$ cat src/rtl/maxterm_scanner.sv
// maxterm_scanner
//   Walks every input combination of an N-input combinational function under
//   test (FUT). Each vector is held for SETTLE cycles before f is sampled.
//   The block builds the full truth table and counts the maxterms (rows with
//   f = 0). When the optional stream is compiled in, it also emits one pulse
//   per maxterm carrying that row's index.
//
//   Optional feature macro: MAXTERM_SCANNER_STREAM_EN (adds mt_valid/mt_idx).
//
//   Ports:
//     clk       rising-edge clock
//     rst       synchronous active-high reset; has priority over everything
//     start     begin a scan (accepted only while idle, never queued)
//     x[N]      vector driven to the FUT (MSB = first variable)
//     f         FUT output for the current x
//     busy      high while scanning
//     done      one-cycle pulse after the last row is sampled
//     mask[2^N] truth table, bit i = f sampled with x = i
//     zeros     number of maxterms found (N+1 bits so 2^N fits)
//     mt_valid  pulse per maxterm sampled   (stream build only)
//     mt_idx    index of that maxterm        (stream build only)
module maxterm_scanner #(
  parameter int N      = 4,
  parameter int SETTLE = 1
) (
  input  logic              clk,
  input  logic              rst,
  input  logic              start,
  output logic [N-1:0]      x,
  input  logic              f,
  output logic              busy,
  output logic              done,
  output logic [2**N-1:0]   mask,
  output logic [N:0]        zeros
`ifdef MAXTERM_SCANNER_STREAM_EN
  ,
  output logic              mt_valid,
  output logic [N-1:0]      mt_idx
`endif
);

  typedef enum logic [1:0] {IDLE, SCAN, DONE} state_t;

  localparam logic [3:0]   SETTLE_C = 4'(SETTLE);
  localparam logic [N-1:0] X_LAST   = {N{1'b1}};

  state_t            state_q, state_d;
  logic [N-1:0]      x_q, x_d;
  logic [3:0]        cnt_q, cnt_d;
  logic [2**N-1:0]   mask_q, mask_d;
  logic [N:0]        zeros_q, zeros_d;
  logic              busy_q, busy_d;
  logic              done_q, done_d;
`ifdef MAXTERM_SCANNER_STREAM_EN
  logic              mt_valid_q, mt_valid_d;
  logic [N-1:0]      mt_idx_q, mt_idx_d;
`endif

  always_comb begin
    state_d = state_q;
    x_d     = x_q;
    cnt_d   = cnt_q;
    mask_d  = mask_q;
    zeros_d = zeros_q;
    busy_d  = busy_q;
    done_d  = 1'b0;
`ifdef MAXTERM_SCANNER_STREAM_EN
    mt_valid_d = 1'b0;          // pulse only on edges that sample a maxterm
    mt_idx_d   = mt_idx_q;
`endif
    case (state_q)
      IDLE: begin
        if (start) begin
          state_d = SCAN;
          x_d     = '0;
          cnt_d   = '0;
          mask_d  = '0;
          zeros_d = '0;
          busy_d  = 1'b1;
        end
      end
      SCAN: begin
        // cnt runs 0..SETTLE; the edge that finds cnt == SETTLE samples f,
        // so x has been stable for SETTLE full cycles by then.
        if (cnt_q != SETTLE_C) begin
          cnt_d = cnt_q + 4'd1;
        end else begin
          mask_d[x_q] = f;
          if (!f) begin
            zeros_d = zeros_q + (N+1)'(1);
`ifdef MAXTERM_SCANNER_STREAM_EN
            mt_valid_d = 1'b1;
            mt_idx_d   = x_q;
`endif
          end
          if (x_q == X_LAST) begin
            state_d = DONE;     // x stays at 2^N-1 afterwards
            busy_d  = 1'b0;
            done_d  = 1'b1;
          end else begin
            x_d   = x_q + N'(1);
            cnt_d = '0;
          end
        end
      end
      DONE: begin
        state_d = IDLE;         // start is deliberately not looked at here
      end
      default: state_d = IDLE;
    endcase
  end

  always_ff @(posedge clk) begin
    if (rst) begin
      state_q <= IDLE;
      x_q     <= '0;
      cnt_q   <= '0;
      mask_q  <= '0;
      zeros_q <= '0;
      busy_q  <= 1'b0;
      done_q  <= 1'b0;
`ifdef MAXTERM_SCANNER_STREAM_EN
      mt_valid_q <= 1'b0;
      mt_idx_q   <= '0;
`endif
    end else begin
      state_q <= state_d;
      x_q     <= x_d;
      cnt_q   <= cnt_d;
      mask_q  <= mask_d;
      zeros_q <= zeros_d;
      busy_q  <= busy_d;
      done_q  <= done_d;
`ifdef MAXTERM_SCANNER_STREAM_EN
      mt_valid_q <= mt_valid_d;
      mt_idx_q   <= mt_idx_d;
`endif
    end
  end

  assign x     = x_q;
  assign busy  = busy_q;
  assign done  = done_q;
  assign mask  = mask_q;
  assign zeros = zeros_q;
`ifdef MAXTERM_SCANNER_STREAM_EN
  assign mt_valid = mt_valid_q;
  assign mt_idx   = mt_idx_q;
`endif

endmodule
$ cat config.mk
export PLATFORM = sky130hd
export DESIGN_NAME = maxterm_scanner
export DESIGN_NICKNAME = d
export VERILOG_FILES = /design/src/rtl/maxterm_scanner.sv
export SDC_FILE = /design/constraint.sdc
export NUM_CORES = 1
export LEC_CHECK = 0
export ABC_AREA = 0
export CORE_MARGIN = 1
export CORE_UTILIZATION = 47
export DETAILED_ROUTE_END_ITERATION = 12
export PLACE_DENSITY = 0.83
export SLEW_MARGIN = 0
export SYNTH_ARGS = -nofsm -noshare
export SYNTH_HDL_FRONTEND = slang
export SYNTH_SLANG_ARGS = --single-unit
export TNS_END_PERCENT = 1
$ cat constraint.sdc
create_clock -name clk -period 1.8 [get_ports clk]
set_input_delay 0.54 -clock clk [delete_from_list [all_inputs] [get_ports clk]]
set_output_delay 0.54 -clock clk [all_outputs]
set_load 0.03 [all_outputs]
## Word level (Yosys, flattened, before mapping)

Cells that the tools add are included.
W data, S select, Z words.

- $add $sub $neg: 3
- Multiply operators: 0
- Divide/modulo/power cells: 0
- Order comparisons: 2
- Eq/ne operators: 9
- Shift operators: 0
- Multiplexer cells: 26
- Bitwise logic cells: 1
- Reduce and logical (&&, ||, !) cells: 10

Operators by type and width:

| operator | number |
|---|---|
| $mux W16 | 2 |
| $pmux W16 S2 | 1 |
| $mux W4 | 5 |
| $bwmux W16 | 1 |
| $pmux W4 S2 | 2 |
| $mux W5 | 3 |
| $reduce_and A4 Y1 | 3 |
| $ne A2 B2 Y1 const B | 5 |
| $pmux W5 S2 | 1 |
| $reduce_and A3 Y1 | 3 |
| $add A4 B1 Y4 const B | 2 |
| $mux W2 | 3 |
| $add A5 B1 Y5 const B | 1 |
| $lt A4 B5 Y1 const B | 1 |
| $mux W1 | 5 |
| $demux W1 S4 | 1 |
| $eq A4 B4 Y1 const B | 1 |
| $ge A4 B1 Y1 const B | 1 |
| $ne A4 B1 Y1 const B | 1 |
| $pmux W2 S2 | 1 |
| $ne A3 B3 Y1 const B | 1 |
| $reduce_or A3 Y1 | 1 |
| $eq A2 B1 Y1 const B | 1 |
| $logic_not A2 Y1 | 1 |
| 4 further kinds | 4 |

- Flip-flop bits (word level): 33
- Latch bits: 0
- Bits in writable memories: 0
- Bits in read-only memories: 0
- Bits of input ports: 4
- Output and inout bits: 27
- Word-level logic and storage cells: 58
- Memories: 0

## Longest topological paths before layout

Gate-level depths: netlist of run 1.

- Depth in word-level cells: 7
- Gate-level depth with buffers: 7
- Mapped depth without buffers: 5

## Worst setup path before layout of run 1

Ideal clock, no wire load.

- Path type: flip-flop to flip-flop
- Start point: register cnt_q[0]
- End point: register zeros_q[3], in the netlist zeros[3]
- Library setup time: 0.074 ns
- Arrival time: 1.727 ns
- Required time: 1.726 ns
- Slack: -0.001 ns
- Cell stages (with the launch flop): 6
- Buffers on the path: 1
- Period minus slack after synthesis: 1.801 ns
- Cell sequence: dfxtp_1 > ha_1 > or3b_1 > buf_2 > or4_1 > a31oi_1

- Cells in the longest elaborated chain, start to end: 3

RTL lines:

| what | line | source |
|---|---|---|
| start: declaration | 49 | `logic [3:0] cnt_q, cnt_d;` |
| start signal: assignment | 129 | `cnt_q <= cnt_d;` |
| $ne A4 B1 Y1 | 85 | `if (cnt_q != SETTLE_C) begin` |
| $ne A2 B2 Y1 (no source line) | - |  |
| $reduce_and A4 Y1 (no source line) | - |  |
| end signal: assignment | 131 | `zeros_q <= zeros_d;` |
| end: declaration | 51 | `logic [N:0] zeros_q, zeros_d;` |

No other way between the ends.
A chain may end at the register's enable or synchronous reset.

## Worst setup path in the final report of run 1

- Start point: input start
- End point: register zeros_q[3], in the netlist zeros[3]

- Cells in the longest elaborated chain, start to end: 2

RTL lines:

| what | line | source |
|---|---|---|
| start: declaration | 28 | `input logic start,` |
| $ne A2 B2 Y1 (no source line) | - |  |
| $reduce_and A4 Y1 (no source line) | - |  |

No other way between the ends.

==> metrics.txt, run 1 <==
Clock Tree Root clkbuf_8; Fin Clk Skew roughly 0.0053 ns; WL/cell between 15 and 20 um; std cell rows 22; Die Area roughly 4100 um2; Pint around 1100 uW; worst path required time approximately 2.0 ns; Synth Flop Type dfxtp_1; Clock Path Buffers 2; Post-Synthesis Cells a little over 200; Syn Nets approximately 220; Ys Warns 0; Vias between 1500 and 2000; largest family of logic cells by synthesized area compound AO/OA/AOI/OAI gates; EDFF count, synth 0; setup_tns 0 ns; port buffer count 30; flip-flop and latch area 664 um2; nets@finish ~260; mean post-synth cell area about 9 um2; mux contribution to synthesized area 0%; core area 3690 um2; initial antenna violation count 0; register share of total power 49.9%; pin count of the biggest net entering global routing 25; power density over cell area 637 nW/um2; Post-CTS Setup Inserts 0; CTS H-tree lvls 2; Post-Synth Simple-Gate Area about a quarter; Synth Area in XOR/XNOR 0%; # setup viols final 0; Worst R2R Setup Slack around 0.06 ns; GR Overflow Total 0; Die Ht approximately 64 um; Synth Area in Adders 4.83%; maximum VDD drop around 0.43 mV; Tmin final 1.79 ns; TritonCTS buffer count 5; Ports 31; Max Freq 0.559 GHz; DRC violations left 0; first-pass GRT wire length roughly 7.3 mm; outcome finished, final reports clean; CP endpoint kind flip-flop; Combinational Power Share between 10% and 20%; CP arrival 1.94 ns; WHS 0.475 ns; Final HPWL DP about 3 mm; clk slew on worst S/H paths roughly 0.06 ns; worst skew pair latency between 0.2 and 0.3 ns; Routed Antenna Nets 0; Pins Over Slew Limit 0; Hold Vio Cnt, Final 0; CTS tree built; CP Launch Point start; Starting Density 49.1%; GRT Util Overall 22.9%; vias in the first global route 1659; Tightest Hold Check Type flip-flop to flip-flop; Least-Margin Pin Slew 0.409 ns; detailed-route vias per instance between 6 and 7; Layout area overhead 30.6%; Initial DRC Count 140; die extent in x between 60 and 70 um; clock sink total 33; switching pwr 374 uW; DP Cell Count 285; leak pwr roughly 0.00093 uW; most common cell after layout, fill and taps aside dfxtp_1; Non-Filler Instances between 200 and 300; sequential share of the synthesized area 36.5%; drt first pass iters 4; Setup WS post-layout about 0.012 ns; multi-input logic area ~1100 um2; crit path to zeros[3]; Synth Area in Compound Gates approximately 27%; Hold Buf Count CTS 0; R2R depth 5; sw frac approximately a quarter; Synth cell types 41; final worst path period share between 90% and 100%; Worst setup SP type primary input; ys async rst share 0%; max-cap viol count 0; max_slew headroom 72.7%; RR Endpoint zeros[3]; GP Congestion ~0.90; DRT Wirelength roughly 4.4 mm; Crit Path Class primary input to flip-flop; fillcell total between 300 and 400; #FFs+latches synth 33; DP Worst Slack -0.341 ns; critical path peak fanout 6; Syn Std Cell Area ~1800 um2; Clock power frac a little over a third; R2R Path Start cnt_q[1]; RSZ-0062 raised after global routing no; commonest non-fill, non-tap cells in the layout dfxtp_1 (30), dlygate4sd2_1 (24), buf_4 (24); layout cells sized above 1 approximately a fifth; antenna cells 0
cells in the mapped netlist (all sizes together) (2+ instances only):
master | number | share of area [%]
dfxtp | 33 | 36
clkbuf | 19 | 3.9
inv | 18 | 3.7
a221oi | 16 | 7.7
nand3 | 16 | 4.4
o32ai | 14 | 6.8
nand3b | 8 | 3.3
ha | 7 | 4.8
or3b | 7 | 3.4
nand2 | 6 | 1.2
a21oi | 5 | 1.4
nand2b | 5 | 1.7
a311oi | 4 | 1.9
a31oi | 4 | 1.4
nor2 | 4 | 0.83
buf | 3 | 0.76
nor3 | 3 | 0.83
o211ai | 3 | 1.2
o21ai | 3 | 0.83
a211oi | 2 | 0.83
a41oi | 2 | 0.97
and3 | 2 | 0.69
nand4 | 2 | 0.69
nor3b | 2 | 0.83
o2111ai | 2 | 0.97
o41ai | 2 | 0.97
or4 | 2 | 0.83
or4bb | 2 | 1.2
power groups by stage:
stage	clock [uW]	sequential, uW	combinational, uW
global route	602	752	229
detailed placement	0	766	201
global placement	0	766	198
floorplan	0	773	124
finish	545	752	211
CTS	559	750	203
worst max-delay path, stage by stage:
cell             delay [ns]
clkdlybuf4s50_1        0.53
or3b_2                 0.54
o211ai_1               0.20
a31oi_4                0.13
worst min path at each step:
stage                   from        to  slack [ns]  depth (start not counted)
global placement     mask[6]   mask[6]        0.47                          2
CTS                 mask[12]  mask[12]        0.48                          2
floorplan           cnt_q[0]  cnt_q[0]        0.46                          1
detailed placement   mask[8]   mask[8]        0.48                          2
finish               mask[1]   mask[1]        0.48                          2
global route        mask[14]  mask[14]        0.50                          2
registers in the layout, summed over array words and instances, names as in the netlist:
signal	flops
busy	1
zeros	5
done	1
cnt_q	4
x	4
state_q	2
mask	16
metal layers:
metal	up-vias	share of wire (%)	GRT usage [%]
met2	64	48	36.0
li1	879	-	-
met1	841	44	28.8
met3	8	6.4	4.82
met5	-	0	0
met4	0	1.7	12.8
logic make-up after synthesis:
family,count (synthesis)
AO/OA/AOI/OAI,61
flip-flops,33
buffers and inverters,40
AND/OR/NAND/NOR,66
adder cells (fa/ha/maj),7
final cells by class:
type,count,area share [%]
tap,48,2.54
clock buffer,7,3.65
sequential,33,28.1
multi-input combinational,134,44.5
inverter,18,2.86
timing repair buffer,52,18.4
through the flow:
| step | util, % | instance area (um2) | power (uW) |
|---|---|---|---|
| 2_1_floorplan | - | 1810 | 897 |
| 3_3_place_gp | 61.0 | 2250 | 964 |
| 3_5_place_dp | 61.0 | 2250 | 967 |
| 4_1_cts | 62.7 | 2310 | 1510 |
| 5_1_grt | 64.1 | 2370 | 1580 |
| 6_report | 64.1 | 2370 | 1510 |
repair_timing:
item	in CTS	in global routing
endpoints found under the setup margin	25	20
resized for setup	27	12
pin swaps	1	3
Power figures use the tool's default switching activity.
==> run 2, diff against run 1 <==
--- a/config.mk
+++ b/config.mk
@@ -7,10 +7,9 @@
 export LEC_CHECK = 0
 export ABC_AREA = 0
 export CORE_MARGIN = 1
-export CORE_UTILIZATION = 47
+export CORE_UTILIZATION = 55
 export DETAILED_ROUTE_END_ITERATION = 12
-export PLACE_DENSITY = 0.83
-export SLEW_MARGIN = 0
+export PLACE_DENSITY = 0.9
 export SYNTH_ARGS = -nofsm -noshare
 export SYNTH_HDL_FRONTEND = slang
 export SYNTH_SLANG_ARGS = --single-unit
==> constraint.sdc (replaced) <==
create_clock -name clk -period 2.3 [get_ports clk]
set_input_delay 0.69 -clock clk [delete_from_list [all_inputs] [get_ports clk]]
set_output_delay 0.69 -clock clk [all_outputs]
set_load 0.03 [all_outputs]
==> metrics.txt, run 2 (synthesized netlist as in run 1, its figures left out) <==
Tmin final ~2.2 ns; CP arrival 1.51 ns (-0.43 ns); CP endpoint kind primary output; Pins Over Slew Limit 0 (unchanged); Fin Clk Skew 0.00488 ns (-0.000383 ns); Routed Antenna Nets 0 (unchanged); layout cells sized above 1 12.2% (-8.7 points); clock sink total 33 (unchanged); max-cap viol count 0 (unchanged); Post-CTS Setup Inserts 0 (unchanged); multi-input logic area 998 um2 (-5.1%); Die Area 3530 um2 (-14%); detailed-route vias per instance 6.33 (+3.2%); GRT Util Overall 26.7% (+3.8 points); outcome finished, final reports clean; Bufs and invs on worst path 1 (unchanged); Tightest Hold Check Type flip-flop to flip-flop; RSZ-0062 raised after global routing no; Starting Density 58.9% (+9.7 points); DRC violations left 0 (unchanged); Final HPWL DP 3.07 mm (+0.88%); DRT Wirelength 4.34 mm (-2.2%); clk slew on worst S/H paths 0.10 ns (+0.04 ns); Placement Cell Area 2190 um2 (-2.4%); drt first pass iters 4 (unchanged); GR Overflow Total 0 (unchanged); Worst setup SP type flip-flop; Hold Vio Cnt, Final 0 (unchanged); most common cell after layout, fill and taps aside dfxtp_1; port buffer count 30 (unchanged); Ports 31 (unchanged); Critical Path, Cell by Cell clkdlybuf4s50_1; pin count of the biggest net entering global routing 33 (+32%); Initial DRC Count 116 (-17%); Non-Filler Instances 281 (-3.8%); Critical Path Stages 1 (-3); power density over cell area 475 nW/um2 (-25%); Die Ht 59.4 um (-7.3%); antenna cells 0 (unchanged); DP Cell Count 274 (-3.9%); core area 3080 um2 (-17%); WHS 0.488 ns (+0.0123 ns); std cell rows 20 (-9.1%); first-pass GRT wire length 7.09 mm (-3.1%); Top delay family on crit path buffers and inverters; flip-flop and latch area 661 um2 (-0.56%); critical path's largest stage delay 0.72 ns (+0.18 ns); WL/cell 15.4 um (+1.7%); initial antenna violation count 0 (unchanged); leak pwr 0.000722 uW (-22%); worst skew pair latency 0.33 ns (+0.05 ns); vias in the first global route 1522 (-8.3%); Vias 1780 (-0.67%); max_slew headroom 66.1% (-6.6 points); die extent in x 59.4 um (-7.3%); fillcell total 254 (-24%); slowest stage cell, crit path clkdlybuf4s50_1; # setup viols final 0 (unchanged); maximum VDD drop 0.355 mV (-17%); commonest non-fill, non-tap cells in the layout dfxtp_1 (33), clkdlybuf4s50_1 (30), inv_1 (18); final worst path period share 95.5%; Clock Path Buffers 2 (unchanged); Max Freq about 0.46 GHz; R2R depth 4 (-1); Crit Path Class flip-flop to primary output; nets@finish 248 (-2.7%); post-CTS sizing 0 (-100%); WHS Path Cells 2 (unchanged); TritonCTS buffer count 5 (unchanged); worst path required time 1.61 ns (-0.34 ns); fin area 2250 um2 (-4.9%); CTS H-tree lvls 2 (unchanged); CTS tree built; critical path peak fanout 7 (+1); GP Congestion 0.840 (-6.8%); Layout area overhead 24.2%; Clock Tree Root clkbuf_4; max reg flops 16 (unchanged); Least-Margin Pin Slew 0.507 ns (+0.0986 ns); Hold Buf Count CTS 0 (unchanged)
-- run 2: final cells by class --
cell class	count	area share (%)
clock buffers	7	2.45
inverters	18	3.00
multi-input cells	134	44.4
flip-flops and latches	33	29.4
well taps	44	2.45
repair buffers	45	18.4
-- run 2: final timing paths --
| check | from | end | slack, ns |
|---|---|---|---|
| min reg2reg | mask[5] | mask[5] | 0.49 |
| max reg2reg | cnt_q[0] | zeros[4] | 0.41 |
| max | x[0] | x[0] | 0.10 |
| min | mask[5] | mask[5] | 0.49 |
-- run 2: routing by layer --
| layer | track usage (%) | vias to the layer above | wire, um |
|---|---|---|---|
| met5 | 0 | - | 0 |
| met4 | 8.50 | 0 | 45 |
| met3 | 4.80 | 6 | 291 |
| met2 | 43.0 | 71 | 2020 |
| met1 | 36.1 | 836 | 1980 |
| li1 | - | 867 | - |
-- run 2: where the power goes --
group          switching (uW)  internal, uW  total (uW)
sequential               11.2           578         589
clock                     184           144         329
combinational            87.1          64.3         151
total                     283           787        1070
-- run 2: per-stage QoR --
stage	TNS (ns)	power (uW)	utilization (%)	setup WS [ns]
5_1_grt	0	1100	73.1	0.0881
4_1_cts	0	1070	73.1	0.123
2_1_floorplan	0	702	-	0.454
6_report	0	1070	73.1	0.104
3_3_place_gp	0	748	71.3	0.113
3_5_place_dp	-0.0265	751	71.3	-0.0265
==> run 3, diff against run 2 <==
--- a/config.mk
+++ b/config.mk
@@ -8,6 +8,7 @@
 export ABC_AREA = 0
 export CORE_MARGIN = 1
 export CORE_UTILIZATION = 55
+export CTS_CLUSTER_DIAMETER = 80
 export DETAILED_ROUTE_END_ITERATION = 12
 export PLACE_DENSITY = 0.9
 export SYNTH_ARGS = -nofsm -noshare
==> results of run 3 <==
Final layout, timing and power as in run 2 (identical DEF).
